**src/rtl/mem_arbiter_pkg.sv**
```systemverilog
// mem_arb_pkg: shared types and constants for the unified-memory arbiter.
//   arb_state_e  - arbiter FSM encoding (IDLE=0 .. RESP=4, 3 bits)
//   grant_e      - which requester owns the current transaction
//   LAT_MAX      - largest supported memory read latency
//   CNT_W        - width of the latency counter, sized from LAT_MAX
//   pick_grant   - round-robin choice between fetch and data requests
package mem_arb_pkg;

    typedef enum logic [2:0] {
        IDLE  = 3'd0,
        ISSUE = 3'd1,
        WAIT  = 3'd2,
        CAPT  = 3'd3,
        RESP  = 3'd4
    } arb_state_e;

    typedef enum logic {
        GNT_IF = 1'b0,
        GNT_DM = 1'b1
    } grant_e;

    localparam int LAT_MAX = 15;
    localparam int CNT_W   = $clog2(LAT_MAX + 1);

    // On a tie the port that did not win last time gets the memory.
    function automatic grant_e pick_grant(input logic if_req, input logic dm_req,
                                          input grant_e last);
        if (if_req && dm_req)
            return (last == GNT_IF) ? GNT_DM : GNT_IF;
        else if (dm_req)
            return GNT_DM;
        else
            return GNT_IF;
    endfunction

endpackage

```
**src/rtl/mem_arbiter_lat_counter.sv**
```systemverilog
// arb_lat_counter: loadable down-counter timing the memory read latency.
//   clk, rst    - clock, asynchronous active-high reset
//   load_i      - load load_val_i this cycle (arbiter leaving ISSUE)
//   load_val_i  - start value, LAT-1
//   done_o      - high while the count is 1 (last WAIT cycle)
// The counter free-runs down to 0 and parks there until the next load.
module arb_lat_counter
    import mem_arb_pkg::*;
(
    input  logic             clk,
    input  logic             rst,
    input  logic             load_i,
    input  logic [CNT_W-1:0] load_val_i,
    output logic             done_o
);

    logic [CNT_W-1:0] cnt_q;

    always_ff @(posedge clk or posedge rst) begin
        if (rst)
            cnt_q <= '0;
        else if (load_i)
            cnt_q <= load_val_i;
        else if (cnt_q != '0)
            cnt_q <= cnt_q - 1'b1;
    end

    assign done_o = (cnt_q == CNT_W'(1));

endmodule

```
**src/rtl/mem_arbiter.sv**
```systemverilog
// mem_arbiter: shares one single-port fixed-latency memory between the fetch
// stage and the memory stage. One transaction at a time:
// IDLE -> ISSUE -> WAIT x (LAT-1) -> CAPT -> RESP, then back to IDLE.
//   clk, rst                     - clock, asynchronous active-high reset
//   if_req/if_addr               - fetch read request (level) and byte address
//   if_rdata/if_ready            - fetched word and its one-cycle completion pulse
//   dm_req/dm_we/dm_addr/dm_wdata- data request (level), store flag, address, store data
//   dm_rdata/dm_ready            - load data (0 after a store) and completion pulse
//   mem_en/mem_we/mem_addr/mem_wdata - memory strobe (one cycle), write enable,
//                                  word address and write data
//   mem_rdata                    - memory read data, valid LAT cycles after mem_en
//   dbg_state_o                  - current FSM state
// Handshake: a requester raises req with addr/we/wdata and holds them until its
// ready pulse; the arbiter latches them at grant and ignores later changes. A req
// still high in the cycle after ready is a new request. All outputs are registered.
module mem_arbiter
    import mem_arb_pkg::*;
#(
    parameter int AW  = 32,
    parameter int DW  = 32,
    parameter int LAT = 2
) (
    input  logic          clk,
    input  logic          rst,
    input  logic          if_req,
    input  logic [AW-1:0] if_addr,
    output logic [DW-1:0] if_rdata,
    output logic          if_ready,
    input  logic          dm_req,
    input  logic          dm_we,
    input  logic [AW-1:0] dm_addr,
    input  logic [DW-1:0] dm_wdata,
    output logic [DW-1:0] dm_rdata,
    output logic          dm_ready,
    output logic          mem_en,
    output logic          mem_we,
    output logic [AW-3:0] mem_addr,
    output logic [DW-1:0] mem_wdata,
    input  logic [DW-1:0] mem_rdata,
    output logic [2:0]    dbg_state_o
);

    localparam logic [CNT_W-1:0] LOAD_VAL = CNT_W'(LAT - 1);

    arb_state_e    state_q;
    grant_e        gnt_q;
    grant_e        last_gnt_q;
    grant_e        gnt_d;
    logic          we_q;
    logic [AW-3:0] addr_q;
    logic [DW-1:0] wdata_q;
    logic          mem_en_q;
    logic          mem_we_q;
    logic          if_ready_q;
    logic          dm_ready_q;
    logic [DW-1:0] if_rdata_q;
    logic [DW-1:0] dm_rdata_q;
    logic          cnt_done;

    // Byte-offset bits never reach the word-addressed memory.
    logic unused_addr_lsbs;
    assign unused_addr_lsbs = ^{if_addr[1:0], dm_addr[1:0]};

    assign gnt_d = pick_grant(if_req, dm_req, last_gnt_q);

    arb_lat_counter u_lat_cnt (
        .clk        (clk),
        .rst        (rst),
        .load_i     (state_q == ISSUE),
        .load_val_i (LOAD_VAL),
        .done_o     (cnt_done)
    );

    always_ff @(posedge clk or posedge rst) begin
        if (rst) begin
            state_q    <= IDLE;
            gnt_q      <= GNT_IF;
            last_gnt_q <= GNT_IF;
            we_q       <= 1'b0;
            addr_q     <= '0;
            wdata_q    <= '0;
            mem_en_q   <= 1'b0;
            mem_we_q   <= 1'b0;
            if_ready_q <= 1'b0;
            dm_ready_q <= 1'b0;
            if_rdata_q <= '0;
            dm_rdata_q <= '0;
        end else begin
            // Strobes and ready pulses are single-cycle by default.
            mem_en_q   <= 1'b0;
            mem_we_q   <= 1'b0;
            if_ready_q <= 1'b0;
            dm_ready_q <= 1'b0;
            case (state_q)
                IDLE: begin
                    if (if_req || dm_req) begin
                        gnt_q    <= gnt_d;
                        // mem_en is raised here so it is high exactly during ISSUE.
                        mem_en_q <= 1'b1;
                        if (gnt_d == GNT_DM) begin
                            addr_q   <= dm_addr[AW-1:2];
                            we_q     <= dm_we;
                            wdata_q  <= dm_wdata;
                            mem_we_q <= dm_we;
                        end else begin
                            addr_q   <= if_addr[AW-1:2];
                            we_q     <= 1'b0;
                            wdata_q  <= '0;
                        end
                        state_q <= ISSUE;
                    end
                end
                ISSUE: state_q <= (LAT == 1) ? CAPT : WAIT;
                WAIT: begin
                    if (cnt_done)
                        state_q <= CAPT;
                end
                CAPT: begin
                    // Stores return zero; only the granted port's buffer changes.
                    if (gnt_q == GNT_DM) begin
                        dm_rdata_q <= we_q ? '0 : mem_rdata;
                        dm_ready_q <= 1'b1;
                    end else begin
                        if_rdata_q <= mem_rdata;
                        if_ready_q <= 1'b1;
                    end
                    state_q <= RESP;
                end
                RESP: begin
                    last_gnt_q <= gnt_q;
                    state_q    <= IDLE;
                end
                default: state_q <= IDLE;
            endcase
        end
    end

    assign mem_en      = mem_en_q;
    assign mem_we      = mem_we_q;
    assign mem_addr    = addr_q;
    assign mem_wdata   = wdata_q;
    assign if_ready    = if_ready_q;
    assign dm_ready    = dm_ready_q;
    assign if_rdata    = if_rdata_q;
    assign dm_rdata    = dm_rdata_q;
    assign dbg_state_o = state_q;

endmodule

```
**config.mk**
```make
export PLATFORM = sky130hd
export DESIGN_NAME = mem_arbiter
export DESIGN_NICKNAME = d
export VERILOG_FILES = /design/src/rtl/mem_arbiter_pkg.sv /design/src/rtl/mem_arbiter_lat_counter.sv /design/src/rtl/mem_arbiter.sv
export SDC_FILE = /design/constraint.sdc
export NUM_CORES = 1
export LEC_CHECK = 0
export CAP_MARGIN = 0
export CORE_ASPECT_RATIO = 1.2
export CORE_UTILIZATION = 30
export CTS_BUF_LIST = sky130_fd_sc_hd__clkbuf_4
export DETAILED_ROUTE_END_ITERATION = 10
export HOLD_SLACK_MARGIN = 0.06
export PLACE_DENSITY = 0.6
export SLEW_MARGIN = 20
export SYNTH_ARGS = -nofsm -noshare
export SYNTH_HDL_FRONTEND = slang
export SYNTH_HIERARCHICAL = 1
export SYNTH_SLANG_ARGS = --single-unit
```
**constraint.sdc**
```tcl
create_clock -name clk -period 5.96 [get_ports clk]
set_input_delay 1.192 -clock clk [delete_from_list [all_inputs] [get_ports clk]]
set_output_delay 1.192 -clock clk [all_outputs]
set_load 0.02 [all_outputs]
```
Yosys cells after proc, flatten, opt, wreduce, memory -nomap -nowiden
Cells that the tools add are included.
{"block": "op_classes", "eq_ne": 7, "n_reduce_logical": 9, "n_bitwise": 1, "addsub": 1, "muxes": 20}
{"cell": "two-way mux 32 bit", "count": 2}
{"cell": "two-way mux 30 bit", "count": 1}
{"cell": "two-way mux 1 bit", "count": 12}
{"cell": "one-hot mux 3 bit (4 select lines)", "count": 1}
{"cell": "two-way mux 4 bit", "count": 2}
{"cell": "AND reduction 2 bit", "count": 4}
{"cell": "equality test 3 x 2 -> 1 bit (second input constant)", "count": 2}
{"cell": "two-way mux 3 bit", "count": 2}
{"cell": "equality test 4 x 1 -> 1 bit (second input constant)", "count": 1}
{"cell": "inequality test 2 bit (second input constant)", "count": 2}
{"cell": "nonzero test 4 bit", "count": 1}
{"cell": "subtractor 4 x 1 -> 4 bit (second input constant)", "count": 1}
{"cell": "equality test 3 x 1 -> 1 bit (second input constant)", "count": 1}
{"cell": "equality test 3 bit (second input constant)", "count": 1}
{"cell": "zero test 3 bit", "count": 1}
{"cell": "nonzero test 2 bit", "count": 1}
{"cell": "logical AND 1 bit", "count": 1}
{"cell": "logical OR 1 bit", "count": 1}
{"cell": "inverter 1 bit", "count": 1}
{"block": "totals", "output_inout_bits": 133, "wordCells": 51, "input_bits": 133, "regBits": 140}

Logic depth before layout (Yosys ltp)
{"block": "depth", "ltp_word": 5, "depth_mapped": 6, "ltp_nobuf": 5}

Cells and area by module
The synthesis kept the hierarchy.
{"mod": "mem_arbiter", "seq_area_each_um2": 3403.3, "cells_per_inst": 418, "area_per_inst_um2": 5380.2, "instances": 1}
{"mod": "arb_lat_counter", "seq_area_each_um2": 100.1, "cells_per_inst": 26, "area_per_inst_um2": 266.5, "instances": 1}

Worst setup path after synthesis
Ideal clock, no wire load.
{"block": "synth_path", "path_type": "input -> register", "from": "input port dm_req", "to": "register addr_q[0] (netlist: mem_addr[0])", "setup_ns": 0.123, "arrival_time_ns": 2.267, "slack_ns": 3.570, "required_time_ns": 5.837, "path_stages": 4, "n_path_buf": 1, "cell_sequence": "or4b_4 > clkbuf_2 > or3_1 > o221a_2"}
{"block": "synth_between", "elab_chain_cells": 3, "elab_cells_between_ends": 6, "classes_between": "mux (3); reduce/logical (3)"}
{"element": "from (decl)", "line_no": "mem_arbiter.sv:29", "rtl": "input logic dm_req,"}
{"element": "two-way mux 1 bit / logical AND 1 bit (equally long branches)", "line_no": "mem_arbiter_pkg.sv:30, mem_arbiter_pkg.sv:28"}
{"element": "two-way mux 1 bit", "line_no": "mem_arbiter_pkg.sv:28", "rtl": "if (if_req && dm_req)"}
{"element": "two-way mux 30 bit", "line_no": "mem_arbiter.sv:100", "rtl": "if (gnt_d == GNT_DM) begin"}
{"element": "to (signal assigned)", "line_no": "mem_arbiter.sv:101", "rtl": "addr_q <= dm_addr[AW-1:2];"}
{"element": "to (signal assigned)", "line_no": "mem_arbiter.sv:106", "rtl": "addr_q <= if_addr[AW-1:2];"}
{"element": "to (decl)", "line_no": "mem_arbiter.sv:50", "rtl": "logic [AW-3:0] addr_q;"}
Several ways; a longest one is shown, not always the timed one.
A chain may end at the register's enable or synchronous reset.

Final worst setup path
{"block": "layout_path", "from": "register state_q[2] (netlist: dbg_state_o[2])", "to": "output port dbg_state_o[2]"}
{"element": "from (decl)", "line_no": "mem_arbiter.sv:45", "rtl": "arb_state_e state_q;"}
{"element": "from (signal assigned)", "line_no": "mem_arbiter.sv:113", "rtl": "ISSUE: state_q <= (LAT == 1) ? CAPT : WAIT;"}
{"element": "to (decl)", "line_no": "mem_arbiter.sv:40", "rtl": "output logic [2:0] dbg_state_o"}
No word-level cell between the ends.

==> results_dict.tcl <==
set metrics [dict create \
    status "completed" \
    gp_congestion 0.7389 \
    cts.reportedPaths.clkPinSlew_ns 0.12 \
    slowest_delay_ns 0.72 \
    antenna_found_initial 1 \
    wl_per_cell_um 16.56 \
    path_buf_inv 1 \
    vdd_drop_max_uv 187.1 \
    nNetsFinal 832 \
    initialDrtViolationCount 182 \
    grt_start_max_net_pins 106 \
    yosys_warnings 6 \
    core_area_sq_um 18310 \
    postLayoutCoreUtil 0.4771 \
    fill_cells 1680 \
    drv_slew 0 \
    worstPathCellList "clkdlybuf4s50_1" \
    ctsHoldBuffers 0 \
    yosysMostFrequentCell "dfrtp_1" \
    synthTopCellsByCount "140 x dfrtp_1, 37 x nand2_1, 34 x a22o_1, 34 x nand2b_1, 33 x mux2_2" \
    die_w_um 127.2 \
    yosys.cell_types.count 32 \
    synthArstFlopShare 1.000 \
    cts_tree "built" \
    ff_latch_area_sq_um 3503 \
    cellLeakagePower_nw 3.615 \
    placed_area_sq_um 8477 \
    hpwlAfterDp_um 11150 \
    antenna_left 0 \
    critPathTopFamily "buffers and inverters" \
    root_buffer "clkbuf_4" \
    fin_tns_setup_ns 0 \
    postCtsSetupRepairBufs 0 \
    relSlewSlack 0.3305 \
    cp-end-kind "output pin" \
    clk-insertion-delay-late_ns 0.53 \
    viasPerCell 4.628 \
    stdcell_area_sq_um 8736 \
    grt_pass1_wl_um 25340 \
    cts_resized 0 \
    portBuffers 261 \
    multi_input_area_sq_um 1977 \
    hold-worst-slack_ns 0.4905 \
    cap_violations 0 \
    synth_edf_count 0 \
    rows 54 \
    grt_use_total 0.1716 \
    synthTopCellsByArea "dfrtp_1 62%, mux2_2 6.6%, o221a_2 6.0%" \
    syn2layout_area_growth_pct 54.71 \
    synth_area_sq_um 5647 \
    yosysSeqAreaShare 0.6204 \
    post-route-drc-count 0 \
    synth_seq_cells 140 \
    firstDrtPassIters 4 \
    path_max_fanout 10 \
    start_util 0.3084 \
    vias 4443 \
    io_pins 266 \
    period_share 0.5023 \
    max_freq_mhz 334.0 \
    rsz0062_at_grt "false" \
    cts_buffers 17 \
    finClkSkew_ns 0.01850 \
    wirelength_um 15900 \
    fin_crit_ns 2.994 \
    tightestPinTransition_ns 1.003 \
    p_per_area_nw_per_um2 540.1 \
    cts_max_path_buffers 2 \
    hold_path_class "register to register" \
    critPathSlowestCell "clkdlybuf4s50_1" \
    finalPower_mw 4.718 \
    die_area_sq_um 19380 \
    required_ns 4.77 \
    drive_above_1_share 0.1485 \
    die_h_um 152.3 \
    clock-sinks 140 \
    setup_viol 0 \
    synthCells 444 \
    htree_levels 4 \
    worstPathArrival_ns 1.80 \
    critPathKind "register to output pin" \
    synth_top_area_cell "dfrtp_1" \
    hold_viol 0 \
    synth.avg_cell_area_sq_um 12.72 \
    synth_top_area_frac 0.6204 \
    gr-total-overflow 0 \
    first_global_vias 4693 \
    ys.flop_type "dfrtp_1" \
    critPathLaunchType "register" \
]
[area by class of cell]
type / instances / area share
multi-input combinational: 264 / 0.2263
inverter: 7 / 0.003581
sequential: 140 / 0.4010
timing repair buffer: 266 / 0.3034
antenna: 1 / 0.0002865
tap: 252 / 0.03609
clock inverter: 9 / 0.01131
clock buffer: 21 / 0.01805
[worst paths after layout]
path | slack (ns) | cells past startpoint | end | start
worst max register to register | 3.55 | 5 | mem_addr[8] | dbg_state_o[2]
worst min-delay path | 0.49 | 2 | dm_rdata[28] | dm_rdata[28]
worst max-delay path | 2.97 | 1 | dbg_state_o[2] | dbg_state_o[2]
min in group asynchronous | 0.96 | 2 | u_lat_cnt/cnt_q[0] | rst
max in group asynchronous | 3.72 | 3 | dm_rdata[21] | rst
worst min register to register | 0.49 | 2 | dm_rdata[28] | dm_rdata[28]
[flip-flops by register name (all words and copies together) (netlist names)]
signal / count
we_q: 1
if_ready: 1
mem_wdata: 32
dm_ready: 1
if_rdata: 32
last_gnt_q: 1
gnt_q: 1
u_lat_cnt/cnt_q: 4
dm_rdata: 32
mem_addr: 30
dbg_state_o: 3
mem_we: 1
mem_en: 1
[placed cells by master (no fill, tap or decap), drive strengths merged, types with 3 or more instances in the layout]
master / n
nor3: 4
o21ai: 34
conb: 4
mux2: 33
nand2: 37
a22o: 34
nand2b: 34
clkdlybuf4s50: 261
dfrtp: 140
nor2: 4
o221a: 30
nor3b: 3
buf: 5
clkbuf: 21
inv: 7
clkinv: 5
xnor2: 4
ha: 3
or3: 30
[logic make-up (layout without fill, tap and decap cells)]
kind of cell	count (synthesis)	in the layout	share of synthesized area
AOI/OAI and AO/OA	103	103	0.1491
xor gates and xnor gates	4	4	0.006204
adders and majority gates	3	3	0.006648
buffers and inverters	42	303	0.03346
DFF	140	140	0.6204
muxes	33	33	0.06581
other	2	5	0.001330
and+or+nand+nor	117	117	0.1170
[layer usage]
layer | GRT usage | wire length (um) | up-vias
met5 | 0 | 0 | -
met4 | 0.06633 | 370 | 0
met3 | 0.04986 | 900 | 20
met2 | 0.2949 | 8181 | 149
met1 | 0.2008 | 6444 | 2176
li1 | - | - | 2098
[tightest hold or removal path, delay by kind of cell, from the launching register on]
family / cells / cell delay [ns]
AOI/OAI and AO/OA: 1 / 0.06
DFF: 1 / 0.36
and+or+nand+nor: 1 / 0.04
[power by group]
part / internal [mW] / leakage, nW / switching [mW]
registers: 1.39 / 1.70 / 0.286
logic: 1.27 / 1.78 / 1.18
clock network: 0.259 / 0.142 / 0.335
total: 2.92 / 3.62 / 1.80
[through the flow]
stage / setup slack, ns / cells
2_1_floorplan: 1.129 / 446
3_3_place_gp: 2.625 / 929
3_5_place_dp: 2.519 / 929
4_1_cts: 2.891 / 959
5_1_grt: 2.832 / 960
6_report: 2.966 / 960
Power figures use the tool's default switching activity.
